--- src/rtl/segment_display_scheduler_pkg.sv ---
// Shared definitions for the segment display scheduler: FSM state encoding,
// hex-to-segment lookup table and blank/digit-enable constants.
package segment_display_scheduler_pkg;

   // Scheduler FSM states.
   typedef enum logic [1:0] {
      ST_IDLE  = 2'd0,
      ST_LATCH = 2'd1,
      ST_SHOW  = 2'd2
   } state_t;

   // Segment patterns for nibble values 0..F, bit order gfedcba, active high.
   localparam logic [6:0] HEX_SEG [16] = '{
      7'h3F, 7'h06, 7'h5B, 7'h4F, 7'h66, 7'h6D, 7'h7D, 7'h07,
      7'h7F, 7'h6F, 7'h77, 7'h7C, 7'h39, 7'h5E, 7'h79, 7'h71
   };

   // All segments dark.
   localparam logic [7:0] SEG_BLANK = 8'h00;

   // Active-low digit enables: [0] drives the high-nibble digit, [1] the low-nibble digit.
   localparam logic [1:0] DIGIT_OFF = 2'b11;
   localparam logic [1:0] DIGIT_HI  = 2'b10;
   localparam logic [1:0] DIGIT_LO  = 2'b01;

endpackage

--- src/rtl/segment_display_scheduler_hex_seg_decoder.sv ---
// Combinational nibble to seven-segment decoder (gfedcba, active high).
module hex_seg_decoder
   import segment_display_scheduler_pkg::*;
(
   input  logic [3:0] nibble,
   output logic [6:0] seg
);

   // Straight table lookup; no state.
   always_comb begin
      seg = HEX_SEG[nibble];
   end

endmodule

--- src/rtl/segment_display_scheduler.sv ---
// Segment display scheduler: round-robin shares a two-digit hex display
// between NUM_SRC requesters. Each grant latches the winner's byte and holds
// it on the display for HOLD_CYCLES cycles while the two digits are scanned.
//
// Optional build macro: SEG_BLANK_IDLE_EN
//   defined   -> display blanked in IDLE; low-digit dp lit during SHOW for odd grant index
//   undefined -> last captured value keeps scanning in IDLE; dp always off
//
// state    | meaning
// ---------+---------------------------------------------------------------
// ST_IDLE  | no grant; waiting for any Req bit
// ST_LATCH | one cycle; grant driven to winner, winner Data captured at exit
// ST_SHOW  | grant held for HOLD_CYCLES cycles, captured value displayed
module segment_display_scheduler
   import segment_display_scheduler_pkg::*;
#(
   parameter int NUM_SRC     = 4,
   parameter int HOLD_CYCLES = 50_000_000,
   parameter int SCAN_DIV    = 50_000
) (
   input  logic                   CLK,
   input  logic                   Reset,
   input  logic [NUM_SRC-1:0]     Req,
   input  logic [8*NUM_SRC-1:0]   Data,
   output logic [NUM_SRC-1:0]     Grant,
   output logic                   Busy,
   output logic [7:0]             Segment,
   output logic [1:0]             Digit_En
);

   localparam int IDX_W  = $clog2(NUM_SRC);
   localparam int HOLD_W = $clog2(HOLD_CYCLES);
   localparam int SCAN_W = (SCAN_DIV > 1) ? $clog2(SCAN_DIV) : 1;

   localparam logic [IDX_W-1:0]  LAST_RST  = IDX_W'(NUM_SRC - 1);
   localparam logic [HOLD_W-1:0] HOLD_LOAD = HOLD_W'(HOLD_CYCLES - 1);
   localparam logic [SCAN_W-1:0] SCAN_TOP  = SCAN_W'(SCAN_DIV - 1);

   state_t              state_q, state_d;
   logic [NUM_SRC-1:0]  grant_q, grant_d;
   logic                busy_q;
   logic [IDX_W-1:0]    win_q, win_d;
   logic [IDX_W-1:0]    last_q, last_d;
   logic [HOLD_W-1:0]   hold_q, hold_d;
   logic [7:0]          disp_q, disp_d;
   logic [SCAN_W-1:0]   scan_q, scan_d;
   logic                digit_lo_q, digit_lo_d;
   logic [7:0]          seg_q, seg_d;
   logic [1:0]          den_q, den_d;

   logic                rr_found;
   logic [IDX_W-1:0]    rr_idx;
   logic [IDX_W-1:0]    rr_cand;
   logic [7:0]          win_data;
   logic [3:0]          nibble;
   logic [6:0]          seg7;

   // Round-robin pick: first requester at or after last_q+1, wrapping.
   always_comb begin
      rr_found = 1'b0;
      rr_idx   = '0;
      rr_cand  = '0;
      for (int k = 0; k < NUM_SRC; k++) begin
         rr_cand = IDX_W'((int'(last_q) + 1 + k) % NUM_SRC);
         if (!rr_found && Req[rr_cand]) begin
            rr_found = 1'b1;
            rr_idx   = rr_cand;
         end
      end
   end

   // Byte of the currently granted source, captured at the end of LATCH.
   always_comb begin
      win_data = 8'h00;
      for (int i = 0; i < NUM_SRC; i++) begin
         if (win_q == IDX_W'(i)) begin
            win_data = Data[8*i +: 8];
         end
      end
   end

   // FSM next-state, grant issue, capture and dwell down-counter.
   always_comb begin
      state_d = state_q;
      grant_d = grant_q;
      win_d   = win_q;
      last_d  = last_q;
      hold_d  = hold_q;
      disp_d  = disp_q;
      case (state_q)
         ST_IDLE: begin
            grant_d = '0;
            if (rr_found) begin
               state_d = ST_LATCH;
               grant_d = NUM_SRC'(1) << rr_idx;
               win_d   = rr_idx;
               last_d  = rr_idx;
            end
         end
         ST_LATCH: begin
            disp_d  = win_data;
            hold_d  = HOLD_LOAD;
            state_d = ST_SHOW;
         end
         ST_SHOW: begin
            if (hold_q == '0) begin
               // Back-to-back requests go straight to LATCH, skipping IDLE.
               if (rr_found) begin
                  state_d = ST_LATCH;
                  grant_d = NUM_SRC'(1) << rr_idx;
                  win_d   = rr_idx;
                  last_d  = rr_idx;
               end else begin
                  state_d = ST_IDLE;
                  grant_d = '0;
               end
            end else begin
               hold_d = hold_q - 1'b1;
            end
         end
         default: begin
            state_d = ST_IDLE;
            grant_d = '0;
         end
      endcase
   end

   // Scan divider runs in every state; digit flips on each wrap.
   always_comb begin
      scan_d     = scan_q + 1'b1;
      digit_lo_d = digit_lo_q;
      if (scan_q == SCAN_TOP) begin
         scan_d     = '0;
         digit_lo_d = ~digit_lo_q;
      end
   end

   // Decode from next-cycle values so Segment/Digit_En track the registered
   // display contents and the new value appears right after LATCH.
   always_comb begin
      nibble = digit_lo_d ? disp_d[3:0] : disp_d[7:4];
   end

   hex_seg_decoder u_hex_seg_decoder (
      .nibble (nibble),
      .seg    (seg7)
   );

   // Output segment/enable selection including optional idle blanking and dp.
   always_comb begin
      seg_d = {1'b0, seg7};
      den_d = digit_lo_d ? DIGIT_LO : DIGIT_HI;
`ifdef SEG_BLANK_IDLE_EN
      if (state_d == ST_IDLE) begin
         seg_d = SEG_BLANK;
         den_d = DIGIT_OFF;
      end else if (state_d == ST_SHOW && win_d[0] && digit_lo_d) begin
         seg_d[7] = 1'b1;
      end
`endif
   end

   // FSM state register.
   always_ff @(posedge CLK or negedge Reset) begin
      if (!Reset) begin
         state_q <= ST_IDLE;
      end else begin
         state_q <= state_d;
      end
   end

   // Grant, arbiter history, dwell counter and display register.
   always_ff @(posedge CLK or negedge Reset) begin
      if (!Reset) begin
         grant_q <= '0;
         busy_q  <= 1'b0;
         win_q   <= '0;
         last_q  <= LAST_RST;
         hold_q  <= '0;
         disp_q  <= 8'h00;
      end else begin
         grant_q <= grant_d;
         busy_q  <= |grant_d;
         win_q   <= win_d;
         last_q  <= last_d;
         hold_q  <= hold_d;
         disp_q  <= disp_d;
      end
   end

   // Scan counter and active-digit flag.
   always_ff @(posedge CLK or negedge Reset) begin
      if (!Reset) begin
         scan_q     <= '0;
         digit_lo_q <= 1'b0;
      end else begin
         scan_q     <= scan_d;
         digit_lo_q <= digit_lo_d;
      end
   end

   // Segment and digit enables registered together so they switch on one edge.
   always_ff @(posedge CLK or negedge Reset) begin
      if (!Reset) begin
         seg_q <= SEG_BLANK;
         den_q <= DIGIT_OFF;
      end else begin
         seg_q <= seg_d;
         den_q <= den_d;
      end
   end

   assign Grant    = grant_q;
   assign Busy     = busy_q;
   assign Segment  = seg_q;
   assign Digit_En = den_q;

endmodule

--- config.mk ---
export PLATFORM = sky130hd
export DESIGN_NAME = segment_display_scheduler
export DESIGN_NICKNAME = d
export VERILOG_FILES = /design/src/rtl/segment_display_scheduler_pkg.sv /design/src/rtl/segment_display_scheduler_hex_seg_decoder.sv /design/src/rtl/segment_display_scheduler.sv
export SDC_FILE = /design/constraint.sdc
export NUM_CORES = 1
export LEC_CHECK = 0
export ABC_AREA = 1
export CORE_ASPECT_RATIO = 1.1
export CORE_MARGIN = 2
export CORE_UTILIZATION = 45
export CTS_CLUSTER_DIAMETER = 50
export CTS_CLUSTER_SIZE = 16
export DETAILED_ROUTE_END_ITERATION = 8
export PLACE_DENSITY_LB_ADDON = 0.3
export REMOVE_ABC_BUFFERS = 1
export SYNTH_ARGS = -nofsm -noshare
export SYNTH_HDL_FRONTEND = slang
export SYNTH_SLANG_ARGS = --single-unit
--- constraint.sdc ---
create_clock -name CLK -period 2.7 [get_ports CLK]
set_clock_uncertainty 0.1 [all_clocks]
set_input_delay 0.27 -clock CLK [delete_from_list [all_inputs] [get_ports CLK]]
set_output_delay 0.27 -clock CLK [all_outputs]
set_load 0.005 [all_outputs]
==> flow_summary.json <==
{
  "critPathRequiredTime_ps": 2850,
  "routed_wl_mm": 8.90,
  "diodes": 0,
  "slew_headroom_pct": 63.7,
  "seq_area_frac_synth_pct": 42.6,
  "cts_max_path_buffers": 2,
  "arrival_ps": 2530,
  "synthArstFlopShare_pct": 100,
  "rsz0062_at_grt": "no",
  "min_path_type": "input port to async pin",
  "gp_congestion": 0.917,
  "tns_ps": 0,
  "hold_ws_ps": 248,
  "grt_pass1_vias": 3622,
  "dieWidth_um": 95.9,
  "first_pass_iters": 4,
  "clk_pin_slew_worst_paths_ps": 80,
  "ios": 53,
  "groute.usage.overall_pct": 19.5,
  "dominantRegCellSynth": "dfrtp_1",
  "crit_path_max_fanout": 12,
  "finalHoldViolations": 0,
  "die_h_um": 105,
  "yosysTopAreaCell": "dfrtp_1",
  "via_per_inst": 5.10,
  "synthCells": 563,
  "cts_num_sinks": 71,
  "critPathLaunchType": "register",
  "cts_tree": "yes",
  "finalCritPeriodShare_pct": 88.2,
  "powerDensity_mw_per_mm2": 419,
  "ys_seq_elements": 71,
  "cts-root-buf": "clkbuf_8",
  "drt_iter0_drc": 147,
  "rr_worst_depth": 13,
  "fmax_ghz": 0.420,
  "num_rows": 36,
  "io_buffers": 51,
  "drc": 0,
  "numCtsBuffers": 9,
  "htreeDepth": 3,
  "power.leakage_uw": 0.00236,
  "worst-setup-path-type": "register to register",
  "synth-edff-count": 0,
  "grt-ovfl-total": 0,
  "dpl.hpwl_mm": 6.86,
  "grt_pass1_wl_mm": 15.7,
  "irDropWorstVdd_v": 0.000180,
  "drv_cap": 0,
  "dieArea_mm2": 0.0101,
  "cts_hold_buf": 1,
  "wire_per_inst_um": 12.0,
  "nets": 672,
  "insertion_delay_ps": 360,
  "core_area_mm2": 0.00896,
  "crit_path_end_kind": "register",
  "synth_top_area_share_pct": 40.1,
  "initial_core_util_pct": 46.6,
  "synthTopCellsByArea": "dfrtp_1, nand2_1, nor2_1, nand3_1, inv_1",
  "syn_area_mm2": 0.00418,
  "ctsResizeCount": 0,
  "finalCriticalPeriod_ps": 2380,
  "vias": 3786,
  "antenna_left": 0,
  "final-max-slew-violation-count": 0,
  "synthToLayoutAreaGrowth_pct": 20.6,
  "antenna_found_initial": 0,
  "synth.avg_cell_area_um2": 7.42,
  "tightest_slew_ps": 544,
  "synth_cell_type_count": 45,
  "grt_start_max_net_pins": 59,
  "post_cts_buffers": 0,
  "yosys_warnings": 0,
  "status": "completed",
  "drive_gt1_share_pct": 11.0,
  "setup_viol": 0
}
kinds of logic after synthesis:
family | after synthesis | share of synthesized area [%]
mux | 1 | 0.240
flops | 71 | 42.6
buf+inv | 77 | 7.75
simple gates | 328 | 35.3
xor+xnor | 10 | 2.46
compound gates | 65 | 8.50
other cells | 1 | 0.0897
fa+ha+maj | 10 | 2.99
power by group:
part / switching [uW] / internal, uW / total (uW) / leakage (uW)
Combinational: 93.2 / 98.2 / 191 / 0.00145
Sequential: 4.54 / 1080 / 1080 / 0.000811
Clock: 411 / 427 / 839 / 0.000103
state kept, by name, summed over array words and instances (netlist names):
signal,cells
disp_q,8
scan_q,16
last_q,2
hold_q,26
digit_lo_q,1
Digit_En,2
Grant,4
win_q,2
Busy,1
state_q,2
Segment,7
through the flow:
step / worst slack (ps) / power (uW) / instances / area [um^2] / utilization (%)
2_1_floorplan: 384 / 1180 / 552 / 4110 / -
3_3_place_gp: 445 / 1290 / 726 / 4830 / 53.9
3_5_place_dp: 348 / 1300 / 726 / 4830 / 53.9
4_1_cts: 326 / 2140 / 743 / 5040 / 56.2
5_1_grt: 81.9 / 2210 / 743 / 5040 / 56.2
6_report: 320 / 2110 / 743 / 5040 / 56.2
critical path, cell delays in order, from the launching register on:
cell and delay (ps):
dfrtp_1 520, nor2_2 340, nand2_1 90, nand2_1 70
a21oi_1 40, a31oi_1 220, nand2_1 80, nand2_1 170
inv_1 130, ha_1 290, nand2_1 80, nand2_1 50
nand2_1 50, nand2_1 50
metal layers:
| layer | share of wire [%] | track usage (%) |
|---|---|---|
| met3 | 5.3 | 5.26 |
| met2 | 49 | 31.7 |
| met5 | 0 | 0 |
| met1 | 44 | 24.7 |
| met4 | 1.5 | 6.94 |
worst paths after layout:
kind | start | endpoint | slack, ps
worst max-delay path | win_q[0] | Segment[3] | 320
worst min-delay path | Reset | hold_q[20] | 250
worst max register to register | win_q[0] | Segment[3] | 320
worst min register to register | scan_q[0] | scan_q[0] | 380
max in group asynchronous | Reset | Digit_En[1] | 1590
min in group CLK | scan_q[0] | scan_q[0] | 380
layout make-up:
type	instances	area [um^2]
inverter	66	250
sequential	71	1780
clock inverter	7	71.3
tap	114	143
timing repair buffer	61	596
clock buffer	9	124
multi-input combinational	415	2070
fill	807	3930
placed cells by master, fill, tap and decap left out, drive strengths merged:
master         netlist  final
mux2i                1      1
dfrtp               67     67
inv                 65     66
nand2              179    179
and3                 1      1
nand3b               1      1
clkbuf               1      9
buf                 10     10
clkinv               1      6
o21ai               36     36
clkdlybuf4s50        0     50
dfstp                4      4
conb                 1      1
ha                  10     10
a31oi                6      6
nor2                73     73
nor3b                2      2
nand3               46     46
nor3                12     12
dlygate4sd3          0      1
nand4               11     11
xor2                 8      8
bufinv               0      1
a21oi               15     15
a22oi                1      1
a221oi               1      1
o211ai               1      1
xnor2                2      2
o31ai                1      1
a21o                 1      1
o22ai                2      2
nor4                 3      3
a211oi               1      1
cells in the mapped netlist, types with 3 or more instances:
library cell	count
a21oi_1	15
a31oi_1	6
buf_2	5
buf_4	3
dfrtp_1	67
dfstp_2	4
ha_1	10
inv_1	58
inv_2	6
nand2_1	162
nand2_2	13
nand2_4	4
nand3_1	44
nand4_1	11
nor2_1	64
nor2_2	6
nor3_1	11
nor4_1	3
o21ai_0	31
o21ai_1	4
xor2_1	7
Note: power is estimated with default switching activity, not from simulation.
